==> src/rtl/adc1xmt.sv <==
// Purpose: 6-bit parallel-to-serial ADC-link emulator with frame marker, pattern modes and bitslip.
// Latency: a word loaded on edge t shows bit5 on DOUT after edge t+1 and bit0 after edge t+6.
// Backpressure: DREADY pulses once per word boundary in data mode; a missing word sends IDLE and counts UNDERFLOW.
module adc1xmt #(
    parameter logic [5:0] IDLE  = 6'b000000,
    parameter logic [5:0] TRAIN = 6'b111000
) (
    input  logic       CLK,
    input  logic       RST,
    input  logic [1:0] MODE,
    input  logic [5:0] DIN,
    input  logic       DVALID,
    output logic       DREADY,
    input  logic       SLIP,
    output logic       DOUT,
    output logic       FRAME,
    output logic [7:0] UNDERFLOW
);

    localparam logic [1:0] MODE_DATA  = 2'd0;
    localparam logic [1:0] MODE_TRAIN = 2'd1;
    localparam logic [1:0] MODE_RAMP  = 2'd2;
    localparam logic [1:0] MODE_ALT   = 2'd3;
    localparam logic [5:0] ALT_WORD   = 6'b101010;
    localparam logic [2:0] BC_LAST    = 3'd5;

    logic [2:0] bc_q, bc_d;
    logic [5:0] sr_q, sr_d;
    logic [5:0] r_q, r_d;
    logic       pend_q, pend_d;
    logic       dout_q, dout_d;
    logic       frame_q, frame_d;
    logic [7:0] uf_q, uf_d;

    logic       at_last;
    logic       boundary;
    logic       stretch;
    logic [5:0] next_word;

    // Word-grid decode: the last bit slot either ends the word or, with a slip pending, is repeated once.
    always_comb begin
        at_last  = (bc_q == BC_LAST);
        boundary = at_last && !pend_q;
        stretch  = at_last && pend_q;
        DREADY   = boundary && (MODE == MODE_DATA);
    end

    // Select the word to load at the next boundary from the current MODE.
    always_comb begin
        next_word = IDLE;
        case (MODE)
            MODE_DATA:  next_word = DVALID ? DIN : IDLE;
            MODE_TRAIN: next_word = TRAIN;
            MODE_RAMP:  next_word = r_q;
            MODE_ALT:   next_word = ALT_WORD;
            default:    next_word = IDLE;
        endcase
    end

    // Next-state logic for the bit counter, shifter, ramp, slip flag, underflow count and output stage.
    always_comb begin
        bc_d    = bc_q + 3'd1;
        sr_d    = {sr_q[4:0], 1'b0};
        r_d     = r_q;
        uf_d    = uf_q;
        // A SLIP in the stretch cycle itself re-arms the flag for the following word.
        pend_d  = SLIP || (pend_q && !at_last);
        dout_d  = sr_q[5];
        // FRAME is aligned to DOUT: high while bits 5..3 are on the wire, low in the stretch slot.
        frame_d = (bc_q < 3'd3);

        if (boundary) begin
            bc_d = 3'd0;
            sr_d = next_word;
            if (MODE == MODE_RAMP) begin
                r_d = r_q + 6'd1;
            end
            if ((MODE == MODE_DATA) && !DVALID && (uf_q != 8'hff)) begin
                uf_d = uf_q + 8'd1;
            end
        end else if (stretch) begin
            bc_d = bc_q;
            sr_d = sr_q;
        end
    end

    // State registers; reset aborts any word in flight immediately.
    always_ff @(posedge CLK or posedge RST) begin
        if (RST) begin
            bc_q    <= 3'd0;
            sr_q    <= 6'd0;
            r_q     <= 6'd0;
            pend_q  <= 1'b0;
            dout_q  <= 1'b0;
            frame_q <= 1'b0;
            uf_q    <= 8'd0;
        end else begin
            bc_q    <= bc_d;
            sr_q    <= sr_d;
            r_q     <= r_d;
            pend_q  <= pend_d;
            dout_q  <= dout_d;
            frame_q <= frame_d;
            uf_q    <= uf_d;
        end
    end

    assign DOUT      = dout_q;
    assign FRAME     = frame_q;
    assign UNDERFLOW = uf_q;

endmodule

==> config.mk <==
export PLATFORM = sky130hd
export DESIGN_NAME = adc1xmt
export DESIGN_NICKNAME = d
export VERILOG_FILES = /design/src/rtl/adc1xmt.sv
export SDC_FILE = /design/constraint.sdc
export NUM_CORES = 1
export LEC_CHECK = 0
export BUFFER_PORTS_ARGS = -buffer_cell sky130_fd_sc_hd__clkbuf_2
export CAP_MARGIN = 15
export CORE_MARGIN = 4
export CORE_UTILIZATION = 54
export CTS_CLUSTER_SIZE = 30
export DETAILED_ROUTE_END_ITERATION = 7
export PLACE_DENSITY = 0.77
export SYNTH_ARGS = -nofsm -noshare
export SYNTH_HDL_FRONTEND = slang
export SYNTH_SLANG_ARGS = --single-unit
==> constraint.sdc <==
create_clock -name CLK -period 2.1 [get_ports CLK]
set_input_delay 0.21 -clock CLK [delete_from_list [all_inputs] [get_ports CLK]]
set_output_delay 0.21 -clock CLK [all_outputs]
set_load 0.02 [all_outputs]
## Word level (Yosys, flattened, before mapping)

Cells that the tools add are included.

| word-level totals | value |
|---|---|
| flip-flop bits (word level) | 26 |
| bits of input ports | 12 |
| output and inout bits | 11 |
| word-level logic and storage cells | 36 |

| operators by class | value |
|---|---|
| $add $sub $neg | 3 |
| magnitude comparators | 1 |
| equal/unequal tests | 6 |
| muxes and demuxes | 6 |
| reduce and logical (&&, ||, !) cells | 13 |

Operator list:

| operator | number |
|---|---|
| 6-bit one-hot mux with 4 select lines | 1 |
| 6-bit two-way mux | 3 |
| 8-bit by 1-bit adder with 8-bit output (second input constant) | 1 |
| 8-bit != test (second input constant) | 1 |
| 6-bit by 1-bit adder with 6-bit output (second input constant) | 1 |
| 1-bit logical AND | 6 |
| 3-bit two-way mux | 2 |
| 2-bit equality test (second input constant) | 2 |
| 2-bit AND reduction | 2 |
| 3-bit by 1-bit adder with 3-bit output (second input constant) | 1 |
| 3-bit equality test (second input constant) | 1 |
| 1-bit logical NOT | 3 |
| 3-bit by 2-bit < comparator with 1-bit output (second input constant) | 1 |
| 2-bit by 1-bit equality test with 1-bit output (second input constant) | 1 |
| 2-bit logical NOT | 1 |
| 2-bit != test (second input constant) | 1 |
| 1-bit logical OR | 1 |

## Depth between registers and ports, before layout

| depth | value |
|---|---|
| depth after elaboration | 4 |
| mapped depth | 6 |
| gate-level depth less buffers | 6 |

## Worst setup path after synthesis

No wires, ideal clock.

| timing path | value |
|---|---|
| path type | register to register |
| from | register bc_q[1] |
| to | register uf_q[5] (netlist: UNDERFLOW[5]) |
| library setup time | 128 ps |
| arrival time | 1581 ps |
| setup slack | 391 ps |
| cell stages (with the launch flop) | 7 |
| buffers on the path | 0 |
| clock period less this slack | 1709 ps |
| cells stage by stage | dfrtp_1 inv_1 ha_1 nand4bb_4 nor4_4 nand4_1 mux2_1 |

| on the way | value |
|---|---|
| word-level cells in the longest chain between the ends | 3 |

Ends and longest elaborated chain:

| item | line | RTL |
|---|---|---|
| from (decl) | 27 | `logic [2:0] bc_q, bc_d;` |
| from (signal assigned) | 90 | `bc_q <= 3'd0;` |
| from (signal assigned) | 98 | `bc_q <= bc_d;` |
| 3-bit equality test | 42 | `at_last = (bc_q == BC_LAST);` |
| 1-bit logical AND | 43 | `boundary = at_last && !pend_q;` |
| 2-bit AND reduction (no line) | -- |  |
| to (signal assigned) | 104 | `uf_q <= uf_d;` |
| to (decl) | 33 | `logic [7:0] uf_q, uf_d;` |

No other way between the ends.
A chain may end at the register's enable or synchronous reset.

## Final worst setup path

Same ends and word-level chain as after synthesis.

==> summary.md <==
| Metric | Value |
|---|---|
| Input/output buffers | `22` |
| CP Launch Type | `flop` |
| Final setup TNS | `0 ns` |
| Top-count cell post-synth | `dfrtp_1` |
| Crit share post-route | `88.6%` |
| Die Span Y | `56.8 um` |
| Synth area leaders | `dfrtp_1 51%, o21ai_0 4.3%, xnor2_1 4.1%, ha_1 3.9%, mux2_2 3.5%` |
| Grt total ovfl | `0` |
| #FFs+latches synth | `26` |
| Setup Crit Path Kind | `reg -> reg` |
| CP max FO | `5` |
| Final min period | `1.86 ns` |
| Worst-path clk slew | `0.13 ns` |
| Routability congestion estimate | `0.775` |
| TritonCTS Buffers | `3` |
| WL/cell | `14.3 um` |
| Root Buffer | `clkbuf_4` |
| Post-Synthesis Cell Area | `1290 um^2` |
| Yosys warns | `0` |
| Slew Viols, Final | `0` |
| Final instance count without filler cells | `171` |
| DRT iter0 DRCs | `13` |
| Max-slew headroom | `73.1%` |
| Gr usage total | `17.2%` |
| Reg-to-reg startpoint | `bc_q[1]$_DFFE_PP0P_` |
| Vias in the first global route | `1037` |
| Core area | `2230 um^2` |
| DR DRC count | `0` |
| Dpl cells | `167` |
| Layout Utilization | `65.2%` |
| Clk sink count | `26` |
| FFs w/ async S/R, synth | `100%` |
| Leakage | `0.699 nW` |
| Worst path arrival time | `2.07 ns` |
| RSZ-0062 raised after global routing | `false` |
| Maximum VDD drop | `830 uV` |
| Syn_nets | `136` |
| Via count | `999` |
| Router iterations before antenna repair | `4` |
| Final WL | `2450 um` |
| Cts repair resizes | `0` |
| Least-Margin Pin Slew | `0.393 ns` |
| H-Tree Depth | `1` |
| Pin count of the biggest net entering global routing | `27` |
| Row count | `17` |
| Dominant cell type by area after synthesis | `dfrtp_1` |
| Clock Skew | `0.00212 ns` |
| Max Freq | `538 MHz` |
| Vias per cell | `5.84` |
| Dpl hpwl | `1800 um` |
| First-pass GRT wire length | `4440 um` |
| CTS tree | `built` |
| Syn_area_per_cell | `10.7 um^2` |
| Final hold vios | `0` |
| Pre-CTS WS | `0.248 ns` |
| Final net count | `161` |
| CP peak stage delay | `0.43 ns` |
| Sequential share of the synthesized area | `50.6%` |
| CP cell instances | `inv_1 -> ha_1 -> nand4bb_4 -> nor4_4 -> nand4_1 -> mux2_1` |
| Final worst slack | `0.240 ns` |
| Worst hold path class | `in -> reg` |
| Critical Path RT | `2.31 ns` |
| Post-CTS setup repair buffer count | `0` |
| Diodes inserted | `0` |
| DIE AREA | `3230 um^2` |
| Area growth, synth to finish | `13.1%` |
| Crit. End Element | `flop` |
| Clk Latency, worst-skew pair | `0.31 ns` |
| Post-synth top area share | `50.6%` |
| Hold_ws | `0.0869 ns` |
| Hold Startpoint | `SLIP` |
| Synth Instances | `120` |
| Final setup viols | `0` |
| Starting density of the core | `57.6%` |
| Die X | `56.8 um` |
| Status | `finished, final reports clean` |
| Top FF cell, synth | `dfrtp_1` |
| Longest Clk Path Bufs | `2` |
| Post-synth EDFFs | `0` |
| Share of cells above drive strength 1 | `24.5%` |
| Synth unique cells | `32` |
| Power Total | `1.27 mW` |
| Crit path from | `bc_q[1]$_DFFE_PP0P_` |
| PwrDens | `873 nW/um^2` |
| Final antenna-violating net count | `0` |
| Ports | `23` |
| Fin area | `1460 um^2` |
| Placed Area | `1420 um^2` |
| Max Cap Violations | `0` |
| Fillers | `201` |
| Critical-path top delay cell | `dfrtp_1` |
| Synth top cells by count | `26 x dfrtp_1, 11 x nand2_1, 11 x o21ai_0` |
| Initial antenna violation count | `0` |
==> worst max-delay path: cells and delay by family (launching register included) <==
kind,cells,cell delay [ns]
muxes,1,0.33
adders and majority gates,1,0.26
DFF,1,0.43
buffers and inverters,1,0.07
and+or+nand+nor,3,0.65
==> logic make-up after synthesis <==
family	synth area share (%)
adder cells (fa/ha/maj)	3.89
multiplexers	5.16
AO/OA/AOI/OAI	13.2
AND/OR/NAND/NOR	19.9
buffers and inverters	2.43
XOR/XNOR	4.77
flip-flops	50.6
==> final cells by class <==
class                           count  area [um^2]  area share (%)
Sequential cell                    26          651            44.7
Timing Repair Buffer               24          128            8.77
Clock buffer                        3         22.5            1.55
Tap cell                           28         35.0            2.41
Inverter                            4         15.0            1.03
Multi-Input combinational cell     86          604            41.5
==> power by group <==
part | switching, mW | internal [mW]
clock | 0.136 | 0.0672
combinational | 0.198 | 0.151
sequential | 0.111 | 0.606
==> routing by layer <==
metal  track usage (%)  share of wire (%)  vias up
met5                 0                  0        -
met2              29.7                 50       29
met4              7.28                1.2        0
met1              21.2                 42      479
met3              2.76                6.6        4
li1                  -                  -      487
==> state kept, by name, indices dropped and copies added (netlist names) <==
| signal | flops |
|---|---|
| UNDERFLOW | 8 |
| DOUT | 1 |
| pend_q | 1 |
| FRAME | 1 |
| sr_q | 6 |
| r_q | 6 |
| bc_q | 3 |
==> worst paths after layout <==
check	to	slack, ns	cells after the start
max in group asynchronous	sr_q[0]$_DFFE_PP0P_	1.40	4
min reg2reg	DOUT$_DFF_PP0_	0.39	0
max reg2reg	UNDERFLOW[5]$_DFFE_PP0P_	0.24	6
min	pend_q$_DFF_PP0_	0.09	2
max	UNDERFLOW[5]$_DFFE_PP0P_	0.24	6
min in group asynchronous	UNDERFLOW[6]$_DFFE_PP0P_	0.46	4
==> repair_timing <==
action | 4_1_cts | 5_1_grt
hold endpoints to repair | 26 | 0
hold buffers | 1 | 0
endpoints found under the setup margin | 0 | 0
==> layout by cell type, fill, tap and decap left out, types with 2 or more instances in the layout <==
| cell | instances |
|---|---|
| nor2b_1 | 2 |
| nand4_1 | 6 |
| mux2_2 | 4 |
| a21oi_1 | 7 |
| nand3_1 | 7 |
| nor2_1 | 3 |
| and3_1 | 4 |
| ha_1 | 4 |
| a2111oi_0 | 2 |
| inv_1 | 4 |
| and4_1 | 2 |
| clkbuf_4 | 3 |
| clkbuf_2 | 22 |
| nand2_1 | 11 |
| dfrtp_1 | 26 |
| a31oi_1 | 2 |
| o21ai_0 | 11 |
| xnor2_1 | 6 |
| a41oi_1 | 2 |
(Power assumes the default switching activity.)
